### config.mk
export PLATFORM = sky130hd
export DESIGN_NAME = delivery_sequencer
export DESIGN_NICKNAME = d
export VERILOG_FILES = /design/src/rtl/delivery_sequencer.sv
export SDC_FILE = /design/constraint.sdc
export NUM_CORES = 1
export LEC_CHECK = 0
export ABC_AREA = 1
export CELL_PAD_IN_SITES_DETAIL_PLACEMENT = 1
export CELL_PAD_IN_SITES_GLOBAL_PLACEMENT = 2
export CORE_ASPECT_RATIO = 0.75
export CORE_UTILIZATION = 27
export CTS_CLUSTER_DIAMETER = 80
export DETAILED_ROUTE_END_ITERATION = 8
export PLACE_DENSITY = 0.8
export SLEW_MARGIN = 20
export SYNTH_ARGS = -nofsm -noshare
export SYNTH_HDL_FRONTEND = slang
export SYNTH_SLANG_ARGS = --single-unit
### constraint.sdc
create_clock -name clk -period 2.2 [get_ports clk]
set_clock_uncertainty 0.2 [all_clocks]
set_input_delay 0.33 -clock clk [delete_from_list [all_inputs] [get_ports clk]]
set_output_delay 0.33 -clock clk [all_outputs]
set_load 0.1 [all_outputs]
### src/rtl/delivery_sequencer.sv
// Ball-by-ball innings sequencer: counts legal deliveries, emits the per-over
// pulse for the over counter, tracks wickets and closes the innings at either limit.
module delivery_sequencer #(
  parameter int BALLS_PER_OVER = 6,
  parameter int MAX_OVERS      = 20,
  parameter int MAX_WICKETS    = 10
) (
  input  logic       clk,
  input  logic       reset,
  input  logic       start,
  input  logic       ball_valid,
  input  logic       ball_extra,
  input  logic       ball_wicket,
  input  logic       pause,
  output logic       over_complete,
  output logic [2:0] ball_in_over,
  output logic [4:0] overs_done,
  output logic [3:0] wickets,
  output logic [1:0] state,
  output logic       innings_done,
  output logic       illegal_ball
);

  typedef enum logic [1:0] {
    IDLE = 2'd0,
    PLAY = 2'd1,
    HOLD = 2'd2,
    DONE = 2'd3
  } state_t;

  localparam logic [2:0] LAST_BALL = 3'(BALLS_PER_OVER - 1);
  localparam logic [4:0] OVER_LIM  = 5'(MAX_OVERS);
  localparam logic [3:0] WKT_LIM   = 4'(MAX_WICKETS);

  state_t     r_state;
  logic [2:0] r_ball;
  logic [4:0] r_overs;
  logic [3:0] r_wkts;
  logic       r_overComplete;
  logic       r_illegal;
  logic       r_done;

  state_t     w_nextState;
  logic [2:0] w_nextBall;
  logic [4:0] w_nextOvers;
  logic [3:0] w_nextWkts;
  logic       w_nextOverComplete;
  logic       w_nextIllegal;

  // Limits are tested on the post-delivery counts so the final ball both
  // updates the counters and closes the innings on the same edge.
  always_comb begin
    w_nextState        = r_state;
    w_nextBall         = r_ball;
    w_nextOvers        = r_overs;
    w_nextWkts         = r_wkts;
    w_nextOverComplete = 1'b0;
    w_nextIllegal      = 1'b0;

    unique case (r_state)
      IDLE, DONE: begin
        if (start) begin
          w_nextState = PLAY;
          w_nextBall  = '0;
          w_nextOvers = '0;
          w_nextWkts  = '0;
        end else if (ball_valid) begin
          w_nextIllegal = 1'b1;
        end
      end
      PLAY: begin
        if (ball_valid) begin
          if (ball_wicket) w_nextWkts = r_wkts + 4'd1;
          if (!ball_extra) begin
            if (r_ball == LAST_BALL) begin
              w_nextBall         = '0;
              w_nextOvers        = r_overs + 5'd1;
              w_nextOverComplete = 1'b1;
            end else begin
              w_nextBall = r_ball + 3'd1;
            end
          end
        end
        if (w_nextWkts == WKT_LIM || w_nextOvers == OVER_LIM) begin
          w_nextState = DONE;
        end else if (pause) begin
          w_nextState = HOLD;
        end
      end
      HOLD: begin
        if (ball_valid) w_nextIllegal = 1'b1;
        if (!pause) w_nextState = PLAY;
      end
      default: begin
        w_nextState = IDLE;
      end
    endcase
  end

  always_ff @(posedge clk or posedge reset) begin
    if (reset) begin
      r_state        <= IDLE;
      r_ball         <= '0;
      r_overs        <= '0;
      r_wkts         <= '0;
      r_overComplete <= 1'b0;
      r_illegal      <= 1'b0;
      r_done         <= 1'b0;
    end else begin
      r_state        <= w_nextState;
      r_ball         <= w_nextBall;
      r_overs        <= w_nextOvers;
      r_wkts         <= w_nextWkts;
      r_overComplete <= w_nextOverComplete;
      r_illegal      <= w_nextIllegal;
      r_done         <= (w_nextState == DONE);
    end
  end

  assign over_complete = r_overComplete;
  assign ball_in_over  = r_ball;
  assign overs_done    = r_overs;
  assign wickets       = r_wkts;
  assign state         = r_state;
  assign innings_done  = r_done;
  assign illegal_ball  = r_illegal;

endmodule

* Word level (Yosys, flattened, before mapping)
Index checks and enable logic that the tools add are counted. Widths: inputs -> output; s select.
Storage, ports and cells: flip-flop bits (word level) 17, bits of input ports 7, output and inout port bits 17, logic and storage cells 54
Operators by class: add/sub/neg operators 3, eq/ne operators 10, mux-type cells 28, reductions and logical operators 6
Operator list (count):
- $mux 5 | 5
- $mux 4 | 4
- $mux 3 | 4
- $pmux 5 s2 | 1
- $mux 2 | 4
- $pmux 4 s2 | 1
- $eq 2x2->1 const B | 3
- $mux 1 | 6
- $ne 2x2->1 const B | 3
- $pmux 2 s3 | 1
- $pmux 3 s2 | 1
- $add 5x1->5 const B | 1
- $eq 5x5->1 const B | 1
- $add 4x1->4 const B | 1
- $eq 4x4->1 const B | 1
- $reduce_and 4->1 | 1
- $add 3x1->3 const B | 1
- $eq 3x3->1 const B | 1
- $eq 2x1->1 const B | 1
- $logic_not 2->1 | 1
- $pmux 1 s2 | 1
- $reduce_and 2->1 | 1
- $reduce_bool 2->1 | 1
- $reduce_or 2->1 | 1
- $logic_or 1x1->1 | 1

* Depth between registers and ports, before layout
word-level depth 10, depth in mapped cells 14, mapped depth without buffers 14

* Worst setup path before layout
No wires, ideal clock.
path type register to register, from register r_state[0] (netlist: state[0]), to register r_ball[1] (netlist: ball_in_over[1]), library setup time 0.088 ns, data arrival time 2.270 ns, required time 1.912 ns, slack -0.358 ns, stages on the path, launching flop included 9, path buffers 1, period minus slack after synthesis 2.558 ns, cell sequence dfrtp_1 > inv_1 > ha_1 > inv_1 > nor2_1 > a21oi_1 > clkbuf_1 > nand3_1 > a22oi_1
Between the ends: cells in the longest elaborated chain, start to end 4, elaborated cells on any way between the ends 10
RTL lines:
- start, declared | RTL line 35 | state_t r_state;
- start signal, assigned | RTL line 110 | r_state <= w_nextState;
- $eq 2x2->1 / $logic_not 2->1 (equally long branches) | RTL line 60 | unique case (r_state)
- $reduce_or 2->1 | RTL line 60
- $ne 2x2->1 (no line) / $reduce_bool 2->1 (equally long branches)
- $reduce_and 4->1 (no line)
- end signal, assigned | RTL line 111 | r_ball <= w_nextBall;
- end, declared | RTL line 36 | logic [2:0] r_ball;
Several ways; a longest one is shown, not always the timed one. A chain may end at the register's enable or synchronous reset.

* Worst setup path after layout
from register r_state[0] (netlist: state[0]), to register r_wkts[0] (netlist: wickets[0])
Between the ends: cells in the longest elaborated chain, start to end 4, elaborated cells on any way between the ends 8
RTL lines:
- $eq 2x2->1 / $logic_not 2->1 (equally long branches) | RTL line 60
- $reduce_or 2->1 | RTL line 60
- $ne 2x2->1 (no line) / $reduce_bool 2->1 (equally long branches)
- $reduce_and 2->1 (no line)
- end signal, assigned | RTL line 113 | r_wkts <= w_nextWkts;
- end, declared | RTL line 38 | logic [3:0] r_wkts;
Several ways; a longest one is shown, not always the timed one.

==> flow_summary.json <==
{
  "synth_top_area_cell": "dfrtp_1",
  "cts_tree": "built",
  "dominantRegCellSynth": "dfrtp_1",
  "yosysWarnings": 0,
  "critical_path_class": "flop to flop",
  "synth_edf_count": 0,
  "ys_types": 25,
  "slew_headroom": 0.787,
  "rsz0062_at_grt": "no",
  "fill_cells": 478,
  "clkSinkCount": 17,
  "fin_area_sq_um": 1370,
  "row_count": 19,
  "fmax_mhz": 487,
  "final_nets": 177,
  "h-tree-depth": 1,
  "die_x_microns": 73.4,
  "dp.cells": 213,
  "postRouteAntennaNets": 0,
  "synth_common_cells": "nand2_1 (35), inv_1 (25), dfrtp_1 (17)",
  "grt.total_usage": 0.164,
  "clk_pin_slew_worst_paths_ns": 0.08,
  "setup_viol": 0,
  "syn_avg_cell_area_sq_um": 7.54,
  "grt_max_degree": 18,
  "r2r-end": "wickets[0]",
  "place_congestion": 0.849,
  "ios": 24,
  "drive_gt1_frac": 0.273,
  "clk_root_buffer_cell": "clkbuf_8",
  "yosys.cell_count.top_type": "nand2_1",
  "crit_required_ns": 2.17,
  "hold_path.class": "primary input to asynchronous set/reset pin",
  "cts_setup_buffers": 0,
  "area_growth_pct": 32.2,
  "clockBufferDepth": 2,
  "clock_latency_ns": 0.26,
  "synth_area_sq_um": 1030,
  "rrSetupSlack_ns": 0.15,
  "path_max_fanout": 8,
  "grt_pass1_vias": 1062,
  "io_buffer_count": 23,
  "finalCritPeriodShare": 0.934,
  "antenna_cells": 0,
  "initial_utilization": 0.282,
  "crit_arrival_ns": 2.03,
  "via_per_inst": 4.53,
  "grt_overflow_total": 0,
  "slew_violations": 0,
  "drt_iter0_drc": 49,
  "synth-async-reset-ratio": 1.00,
  "antenna_found_initial": 0,
  "place_area_sq_um": 1310,
  "drv_cap": 0,
  "whs_ns": 0.193,
  "syn-num-nets": 148,
  "end_kind": "flop",
  "dr.pass1.iters": 3,
  "ys_top_cells_by_area": "dfrtp_1 (41%), nand2_1 (13%), inv_1 (9.1%), nand3_1 (6.3%), ha_1 (4.8%)",
  "die_y_microns": 55.6,
  "synthCells": 137,
  "via_count": 983,
  "synth.yosys.seq_area_share": 0.412,
  "core_sq_um": 3660,
  "synth_top_area_frac": 0.412,
  "fin_crit_ns": 2.05,
  "regToRegStartpoint": "state[0]",
  "post-dp-hpwl_mm": 2.28,
  "crit_path_start_kind": "flop",
  "avgRoutedWirePerCell_microns": 13.6,
  "drt-total-wl_mm": 2.96,
  "die_area_sq_um": 4080,
  "fin_util": 0.373,
  "worstMarginPinSlew_ns": 0.319,
  "final_hold_viol_count": 0,
  "finalNonFillerCells": 217,
  "grt_first_pass_wirelength_mm": 5.11,
  "cts_buffers": 3,
  "synth_seq_cells": 17,
  "drc": 0,
  "ff2ff_path_depth": 7,
  "status": "finished clean"
}
-- kinds of logic (layout without fill, tap and decap cells) --
family,count (synthesis),after routing,synth area share
and+or+nand+nor,64,64,0.299
buffers and inverters,29,57,0.107
AOI/OAI and AO/OA,20,20,0.109
DFF,17,17,0.412
adders and majority gates,4,4,0.0484
xor gates and xnor gates,3,3,0.0254
-- sequential cells by signal, indices dropped and copies added (netlist names) --
register       count
overs_done         5
innings_done       1
ball_in_over       3
illegal_ball       1
state              2
wickets            4
over_complete      1
-- worst max-delay path, cell delays in order (launching register included) --
cell	delay (ns)
dfrtp_4	0.50
inv_1	0.11
ha_1	0.25
inv_1	0.14
nor2_1	0.10
inv_1	0.26
nand2_1	0.20
o22ai_1	0.19
-- layout make-up --
cell class / instances / area (sq um) / share of cell area
multi-input combinational: 91 / 505 / 0.370
sequential: 17 / 438 / 0.321
timing repair buffer: 26 / 210 / 0.154
inverter: 27 / 101 / 0.0742
tap: 52 / 65.1 / 0.0476
clock buffer: 3 / 41.3 / 0.0302
clock inverter: 1 / 5.00 / 0.00366
-- metrics by stage --
| stage | setup TNS [ns] | worst slack [ns] |
|---|---|---|
| 2_1_floorplan | 0 | 0.00981 |
| 3_3_place_gp | 0 | 0.0134 |
| 3_5_place_dp | -0.242 | -0.113 |
| 4_1_cts | 0 | 0.0551 |
| 5_1_grt | 0 | 0.00123 |
| 6_report | 0 | 0.146 |
-- metal layers --
layer  global-route usage  part of all wire  vias up
met3               0.0525             0.053        2
met1                0.221              0.49      464
met5                    0                 0        -
met4               0.0330            0.0030        0
li1                     -                 -      494
met2                0.258              0.45       23
-- how the worst max path moves through the flow --
stage | start | end
after detailed placement | ball_valid | innings_done
final | state[0] | wickets[0]
after CTS | state[0] | ball_in_over[2]
after global placement | ball_valid | innings_done
after floorplan | wickets[2] | innings_done
after global routing | ball_valid | innings_done
-- cell usage in the layout, fill, tap and decap left out --
cell and instances:
clkbuf_8 3, nand2_1 35, a21oi_1 3, nor2_1 5, or2_2 1, nor2_2 1, nand2_2 2, clkdlybuf4s50_1 6
buf_4 20, dfrtp_4 1, inv_1 25, nor3_2 1, clkinv_2 1, nand3_4 1, nand4_1 1, xor2_1 3
o21ai_1 1, nor3_1 1, inv_2 2, a21oi_2 3, dfrtp_2 7, nand3b_1 1, dfrtp_1 9, o21ai_0 7
o22ai_1 5, nand3_1 13, nor2_4 2, ha_1 4, a22oi_1 1
-- repair_timing --
| action | 4_1_cts | 5_1_grt |
|---|---|---|
| hold buffers | 0 | 0 |
| resized for setup | 0 | 2 |
| setup endpoints to repair | 0 | 3 |
| endpoints found under the hold margin | 0 | 0 |
Power is left out: the tool's default activity adds up to more than one toggle a clock period on the data nets, which glitch-free logic cannot reach.
